**config.mk**
```make
export PLATFORM = sky130hd
export DESIGN_NAME = hilo_mdu
export DESIGN_NICKNAME = d
export VERILOG_FILES = /design/src/rtl/hilo_mdu.sv
export SDC_FILE = /design/constraint.sdc
export NUM_CORES = 2
export LEC_CHECK = 0
export BUFFER_PORTS_ARGS = -buffer_cell sky130_fd_sc_hd__clkbuf_2
export CELL_PAD_IN_SITES_DETAIL_PLACEMENT = 0
export CELL_PAD_IN_SITES_GLOBAL_PLACEMENT = 1
export CORE_UTILIZATION = 51
export DETAILED_ROUTE_END_ITERATION = 8
export PLACE_DENSITY = 0.95
export SLEW_MARGIN = 20
export SYNTH_ARGS = -nofsm -noshare
export SYNTH_HDL_FRONTEND = slang
export SYNTH_SLANG_ARGS = --single-unit
```
**constraint.sdc**
```tcl
create_clock -name clk -period 10.8 [get_ports clk]
set_input_delay 1.08 -clock clk [delete_from_list [all_inputs] [get_ports clk]]
set_output_delay 1.08 -clock clk [all_outputs]
set_load 0.01 [all_outputs]
```
**src/rtl/hilo_mdu.sv**
```systemverilog
`default_nettype none
// ============================================================================
// hilo_mdu : multi-cycle MULT/DIV/MTHI/MTLO unit writing the HI/LO pair.
//            MADD/MADDU accumulate is built only when `MDU_MADD_EN is defined.
// Rev 1.0
// ============================================================================
module hilo_mdu (
  input  logic        clk,
  input  logic        rst,
  input  logic        start,
  input  logic [2:0]  op,
  input  logic [31:0] a,
  input  logic [31:0] b,
  input  logic        flush,
  input  logic [31:0] hi_rdata,
  input  logic [31:0] lo_rdata,
  output logic        busy,
  output logic        stall_req,
  output logic        hi_we,
  output logic        lo_we,
  output logic [31:0] hi_wdata,
  output logic [31:0] lo_wdata
);

  typedef enum logic [1:0] {
    S_IDLE = 2'd0,
    S_MUL  = 2'd1,
    S_DIV  = 2'd2,
    S_DONE = 2'd3
  } state_t;

  localparam logic [2:0] OP_MULT  = 3'd0;
  localparam logic [2:0] OP_MULTU = 3'd1;
  localparam logic [2:0] OP_DIV   = 3'd2;
  localparam logic [2:0] OP_DIVU  = 3'd3;
  localparam logic [2:0] OP_MTHI  = 3'd4;
  localparam logic [2:0] OP_MTLO  = 3'd5;
  localparam logic [2:0] OP_MADD  = 3'd6;
  localparam logic [2:0] OP_MADDU = 3'd7;

  state_t      state_q;
  logic [5:0]  cnt_q;
  logic [31:0] a_q, b_q, rem_q, quo_q, dvs_q, hi_q, lo_q;
  logic        sgn_q, wr_hi_q, wr_lo_q;

  logic        is_mul_d, is_div_d, is_mt_d, op_sgn_d, go_d;
  logic [31:0] a_mag_d, b_mag_d;
  logic [63:0] prod_d;
  logic [32:0] shift_d, trial_d;
  logic [31:0] rem_d, quo_d, hi_fix_d, lo_fix_d;

`ifdef MDU_MADD_EN
  logic        madd_q;
  logic [63:0] acc_q;
  assign is_mul_d = (op == OP_MULT) || (op == OP_MULTU) ||
                    (op == OP_MADD) || (op == OP_MADDU);
`else
  logic unused_rdata;
  assign unused_rdata = ^{hi_rdata, lo_rdata};
  assign is_mul_d = (op == OP_MULT) || (op == OP_MULTU);
`endif

  assign is_div_d = (op == OP_DIV) || (op == OP_DIVU);
  assign is_mt_d  = (op == OP_MTHI) || (op == OP_MTLO);
  assign op_sgn_d = (op == OP_MULT) || (op == OP_DIV) || (op == OP_MADD);
  assign go_d     = start && !flush && (state_q == S_IDLE);
  assign a_mag_d  = (op_sgn_d && a[31]) ? -a : a;
  assign b_mag_d  = (op_sgn_d && b[31]) ? -b : b;

  // Sign-extending to 64 bits makes one multiplier serve both signed and unsigned.
  always_comb begin
    prod_d = {{32{sgn_q & a_q[31]}}, a_q} * {{32{sgn_q & b_q[31]}}, b_q};
`ifdef MDU_MADD_EN
    if (madd_q) prod_d = prod_d + acc_q;
`endif
  end

  // Restoring step: dividend bits shift out of quo_q into the partial remainder.
  assign shift_d = {rem_q, quo_q[31]};
  assign trial_d = shift_d - {1'b0, dvs_q};
  assign rem_d   = trial_d[32] ? shift_d[31:0] : trial_d[31:0];
  assign quo_d   = {quo_q[30:0], ~trial_d[32]};

  always_comb begin
    hi_fix_d = (sgn_q && a_q[31]) ? -rem_q : rem_q;
    lo_fix_d = (sgn_q && (a_q[31] ^ b_q[31])) ? -quo_q : quo_q;
    if (b_q == 32'h0) begin
      lo_fix_d = 32'hFFFF_FFFF;
      hi_fix_d = a_q;
    end else if (sgn_q && (a_q == 32'h8000_0000) && (b_q == 32'hFFFF_FFFF)) begin
      lo_fix_d = 32'h8000_0000;
      hi_fix_d = 32'h0;
    end
  end

  assign busy      = (state_q != S_IDLE);
  assign stall_req = !rst && ((state_q == S_MUL) || (state_q == S_DIV) ||
                              (go_d && (is_mul_d || is_div_d)));
  assign hi_we     = (state_q == S_DONE) && wr_hi_q && !flush;
  assign lo_we     = (state_q == S_DONE) && wr_lo_q && !flush;
  assign hi_wdata  = hi_q;
  assign lo_wdata  = lo_q;

  always_ff @(posedge clk or posedge rst) begin
    if (rst) begin
      state_q <= S_IDLE;
      cnt_q   <= 6'd0;
      a_q     <= 32'h0;
      b_q     <= 32'h0;
      rem_q   <= 32'h0;
      quo_q   <= 32'h0;
      dvs_q   <= 32'h0;
      hi_q    <= 32'h0;
      lo_q    <= 32'h0;
      sgn_q   <= 1'b0;
      wr_hi_q <= 1'b0;
      wr_lo_q <= 1'b0;
`ifdef MDU_MADD_EN
      madd_q  <= 1'b0;
      acc_q   <= 64'h0;
`endif
    end else begin
      case (state_q)
        S_IDLE: begin
          if (go_d) begin
            a_q     <= a;
            b_q     <= b;
            sgn_q   <= op_sgn_d;
            wr_hi_q <= 1'b0;
            wr_lo_q <= 1'b0;
            if (is_mul_d) begin
              state_q <= S_MUL;
`ifdef MDU_MADD_EN
              madd_q  <= (op == OP_MADD) || (op == OP_MADDU);
              acc_q   <= {hi_rdata, lo_rdata};
`endif
            end else if (is_div_d) begin
              state_q <= S_DIV;
              cnt_q   <= 6'd32;
              rem_q   <= 32'h0;
              quo_q   <= a_mag_d;
              dvs_q   <= b_mag_d;
            end else if (is_mt_d) begin
              state_q <= S_DONE;
              wr_hi_q <= (op == OP_MTHI);
              wr_lo_q <= (op == OP_MTLO);
              if (op == OP_MTHI) hi_q <= a;
              else               lo_q <= a;
            end
          end
        end
        S_MUL: begin
          if (flush) begin
            state_q <= S_IDLE;
          end else begin
            {hi_q, lo_q} <= prod_d;
            wr_hi_q      <= 1'b1;
            wr_lo_q      <= 1'b1;
            state_q      <= S_DONE;
          end
        end
        S_DIV: begin
          if (flush) begin
            state_q <= S_IDLE;
          end else if (cnt_q != 6'd0) begin
            rem_q <= rem_d;
            quo_q <= quo_d;
            cnt_q <= cnt_q - 6'd1;
          end else begin
            hi_q    <= hi_fix_d;
            lo_q    <= lo_fix_d;
            wr_hi_q <= 1'b1;
            wr_lo_q <= 1'b1;
            state_q <= S_DONE;
          end
        end
        S_DONE: begin
          wr_hi_q <= 1'b0;
          wr_lo_q <= 1'b0;
          state_q <= S_IDLE;
        end
        default: state_q <= S_IDLE;
      endcase
    end
  end

endmodule
`default_nettype wire

```
Word level (Yosys, flattened, before mapping)
Cells that the tools add are included. Widths: inputs -> output; s select.

Bits in registers: 235. Output and inout port bits: 68. Logic and storage cells: 152.

Equal/unequal tests: 24. Multipliers: 1. Add/subtract/negate cells: 6. Bitwise operators: 5. Multiplexer cells: 66. Reductions and logical operators: 38.

Operator list (count): $mux 32 (35); $pmux 32 s3 (2); $neg 32->32 (4); $pmux 32 s2 (2); $eq 32x32->1 const B (2); $mul 33x33->64 (1); $sub 33x32->33 (1); $logic_not 32->1 (1); $mux 6 (5); $ne 2x2->1 const B (9); $reduce_and 9->1 (2); $logic_and 1x1->1 (14); $mux 2 (7); $pmux 6 s2 (1); $mux 1 (11); $eq 3x3->1 const B (3); $logic_or 1x1->1 (8); $pmux 1 s4 (2); $pmux 2 s4 (1); $reduce_and 4->1 (2); $eq 3x2->1 const B (2); $reduce_and 6->1 (1); $reduce_bool 6->1 (1); $sub 6x1->6 const B (1); other kinds (16) (22).

Depth between registers and ports, before layout
Depth after elaboration: 9. Gate-level depth with buffers: 33. Mapped depth without buffers: 28.

Worst setup path before layout
OpenSTA, ideal clock, no wires.

Path kind: reg2reg. Start: reg a_q[31]. End: reg hi_q[27] (netlist: hi_wdata[27]). Setup slack: 2.200 ns. Stages on the path, launching flop included: 33. Data arrival time: 8.464 ns. Required time: 10.664 ns. Cells stage by stage: dfrtp_1 clkbuf_1 and2_1 clkbuf_1 clkbuf_1 buf_1 nand2_1 inv_1 fa_1 inv_1 fa_1 inv_1 fa_1 fa_1 inv_1 fa_1 inv_1 fa_1 inv_1 fa_1 fa_1 inv_1 ha_1 clkbuf_1 a21o_1 a21oi_1 o21ai_0 a21oi_1 o21ai_0 o21bai_1 or4_1 a31oi_1 a211oi_1.

Cells in the longest elaborated chain, start to end: 8. Elaborated cells on any way between the ends: 13.

RTL lines: from (decl) (RTL line 43) `logic [31:0] a_q, b_q, rem_q, quo_q, dvs_q, hi_q, lo_q;`; from (signal assigned) (RTL line 108) `a_q <= 32'h0;`; from (signal assigned) (RTL line 126) `a_q <= a;`; parallel branches: the longest is 7 deep, another holds $mul 33x33->64; $pmux 32 s3 * (RTL line 123) `case (state_q)`; to (signal assigned) (RTL line 156) `{hi_q, lo_q} <= prod_d;`; to (signal assigned) (RTL line 170) `hi_q <= hi_fix_d;`; to (decl) (RTL line 43).

Every way passes the cells marked *. The select of a mux whose other input is x is not followed. A chain may end at the register's enable or synchronous reset.

Worst setup path after layout
Start: reg sgn_q. End: reg hi_q[27] (netlist: hi_wdata[27]).

Cells in the longest elaborated chain, start to end: 7. Elaborated cells on any way between the ends: 13.

RTL lines: from (decl) (RTL line 44) `logic sgn_q, wr_hi_q, wr_lo_q;`; from (signal assigned) (RTL line 128) `sgn_q <= op_sgn_d;`; parallel branches: the longest is 6 deep, another holds $mul 33x33->64; $pmux 32 s3 * (RTL line 123).

Marked as above.

==> flow_metrics.py <==
metrics = {
    "run_status": {
        "status": "finished clean",
    },
    "worst_setup_path": {
        "critPathBufInv": 7,
        "worstRegToRegCells": 27,
        "crit_top_cell": "fa_1",
        "cp.depth": 27,
        "arrival_ns": 10.19,
        "critPathMaxStageDelay_ns": 0.86,
        "start_kind": "register",
        "crit_fanout": 12,
        "endpoint_kind": "register",
        "crit_family": "adder cells",
        "cp_slowest_cell": "fa_1",
        "critPathRequiredTime_ns": 11.21,
        "worstSetupPathType": "register to register",
    },
    "detailed_routing": {
        "vias": 42388,
        "drt-total-wl_um": 162000,
        "dr.pass1.iters": 6,
        "wl_per_cell_um": 22.2,
        "route.antenna.remaining_nets": 0,
        "drcViolationCount": 0,
        "viasPerCell": 5.81,
        "drt_iter0_markers": 4029,
    },
    "cells_and_area": {
        "syn_to_final_growth_pct": 5.07,
        "drive_above_1_share_pct": 6.81,
        "nets": 7413,
        "final_cell_mix": "inv_1 (1195), fa_1 (1125), nand2_1 (935), and2_1 (355), o21ai_0 (263)",
        "final_common_cell": "inv_1",
    },
    "sta": {
        "maxSlewViolCount": 0,
        "clock_skew_ns": 0.0312,
        "hold_viol": 0,
        "setup_viol": 0,
        "finalCritPeriodShare_pct": 90.6,
        "setup_tns_ns": 0,
        "rsz0062_at_grt": "no",
        "relSlewSlack_pct": 25.5,
        "worst_pin_slew_ns": 1.12,
        "timing.fmax_mhz": 102,
        "period_minus_slack_ns": 9.79,
    },
    "floorplan": {
        "die_x_um": 325,
        "die_h_um": 325,
        "die_area_um2": 106000,
        "start_util_pct": 51.5,
        "io-pin-count": 203,
        "row_count": 118,
        "fp.coreArea_um2": 103000,
    },
    "clock_network": {
        "path_clk_slew_ns": 0.07,
        "cts_resized": 0,
        "clock_path_buffers": 3,
        "numCtsBuffers": 25,
        "cts_tree": "yes",
        "cts_sinks": 235,
        "post_cts_buffers": 0,
        "clock_latency_ns": 0.56,
        "cts-hold-fix-buffers": 0,
        "htreeDepth": 1,
        "clock_tree.root_cell": "clkbuf_16",
    },
    "synth": {
        "synth_top_area_share_pct": 42.3,
        "yosys_most_used_dff": "dfrtp_1",
        "yosys_warnings": 0,
        "syn_area_um2": 53300,
        "syn_avg_cell_area_um2": 8.87,
        "yosysSeqAreaShare_pct": 11.0,
        "synthTopCellsByArea": "fa_1 (42%), dfrtp_1 (11%), inv_1 (8.4%)",
        "syn_nets": 7519,
        "yosysUniqueCellTypes": 83,
        "synth-edff-count": 0,
        "synth_top_area_cell": "fa_1",
        "syn_inst": 6002,
        "ys_ff_latch": 235,
        "synthArstFlopShare_pct": 100,
    },
    "global_route": {
        "grtUsageTotal_pct": 31.3,
        "grt_pass1_wl_um": 255000,
        "grt_antenna_before_repair": 4,
        "grt_max_degree": 116,
        "gr-total-overflow": 0,
        "grt_pass1_vias": 44360,
    },
    "min_path": {
        "hold_depth": 1,
        "hold_class": "register to register",
    },
    "placement": {
        "portBuffers": 138,
        "gp_congestion": 0.991,
        "dp_hpwl_um": 129000,
    },
    "run": {
        "cap_violations": 0,
    },
}
-- through the flow --
stage	util, %	hold slack, ns	area (um2)	std cells	setup WS, ns
after floorplan	-	0.442	53300	6002	2.20
after global placement	53.2	0.462	55100	7249	1.34
after detailed placement	53.2	0.465	55100	7249	1.24
after CTS	54.1	0.480	55900	7295	1.22
after global routing	54.1	0.489	56000	7295	0.684
final	54.1	0.476	56000	7297	1.01
-- logic make-up after synthesis --
kind of cell | Yosys count | share of synthesized area [%]
fa+ha+maj | 1382 | 48.3
flops | 235 | 11.0
xor+xnor | 211 | 3.47
compound gates | 745 | 8.69
simple gates | 1762 | 15.4
buf+inv | 1574 | 11.1
mux | 93 | 1.90
-- registers in the layout, indices dropped and copies added, names as in the netlist --
name and count:
rem_q 32, dvs_q 32, hi_wdata 32, cnt_q 6, sgn_q 1, state_q 2, lo_wdata 32, wr_lo_q 1
wr_hi_q 1, quo_q 32, b_q 32, a_q 32
-- final cells by class --
class	instances	area, um2
Tap cell	1380	1730
Multi-Input combinational cell	4193	41500
Clock inverter	16	190
Clock buffer	30	664
Fill cell	9195	47500
Sequential cell	235	5890
Inverter	1197	4500
Timing Repair Buffer	244	1500
Antenna cell	2	5.00
-- layer usage --
layer	GRT usage, %	share of wire [%]	wire length [um]
met1	39.7	36	58800
met2	50.4	47	75500
met3	7.03	11	17300
met4	15.7	6.4	10400
met5	0	0.012	19
-- worst register-to-register path: stages, from the launching register on --
cell and delay, ns:
dfrtp_1 0.52, and2_1 0.85, nand2_1 0.29, inv_1 0.15, fa_1 0.39, inv_1 0.23
fa_1 0.50, inv_1 0.21, fa_1 0.50, fa_1 0.86, inv_1 0.37, fa_1 0.58
inv_1 0.06, fa_1 0.55, inv_1 0.07, fa_1 0.47, fa_1 0.50, inv_1 0.04
ha_1 0.38, a21o_1 0.21, a21oi_1 0.13, o21ai_0 0.10, a21oi_1 0.24, o21ai_0 0.17
o21bai_1 0.28, or4_1 0.52, a31oi_1 0.41, a211oi_1 0.09
-- final timing paths --
kind	endpoint	start	slack (ns)
max	hi_wdata[27]	sgn_q	1.01
min	lo_wdata[20]	lo_wdata[20]	0.48
max reg2reg	hi_wdata[27]	sgn_q	1.01
min reg2reg	lo_wdata[20]	lo_wdata[20]	0.48
max in group asynchronous	a_q[7]	rst	8.65
min in group asynchronous	wr_hi_q	rst	0.73
-- cells in the mapped netlist, drive strengths merged (26+ instances only) --
| cell | n |
|---|---|
| a21o | 47 |
| a21oi | 173 |
| a22oi | 43 |
| and2 | 356 |
| and3 | 36 |
| clkbuf | 359 |
| dfrtp | 235 |
| fa | 1126 |
| ha | 256 |
| inv | 1196 |
| mux2 | 63 |
| mux2i | 30 |
| nand2 | 936 |
| nand3 | 35 |
| nand4 | 26 |
| nor2 | 182 |
| nor3 | 42 |
| nor4 | 32 |
| o21ai | 267 |
| o31ai | 47 |
| or3 | 26 |
| xnor2 | 126 |
| xor2 | 85 |
Power is not shown: default switching activity piles up to over one toggle a cycle in this logic, so the estimate is an artifact.
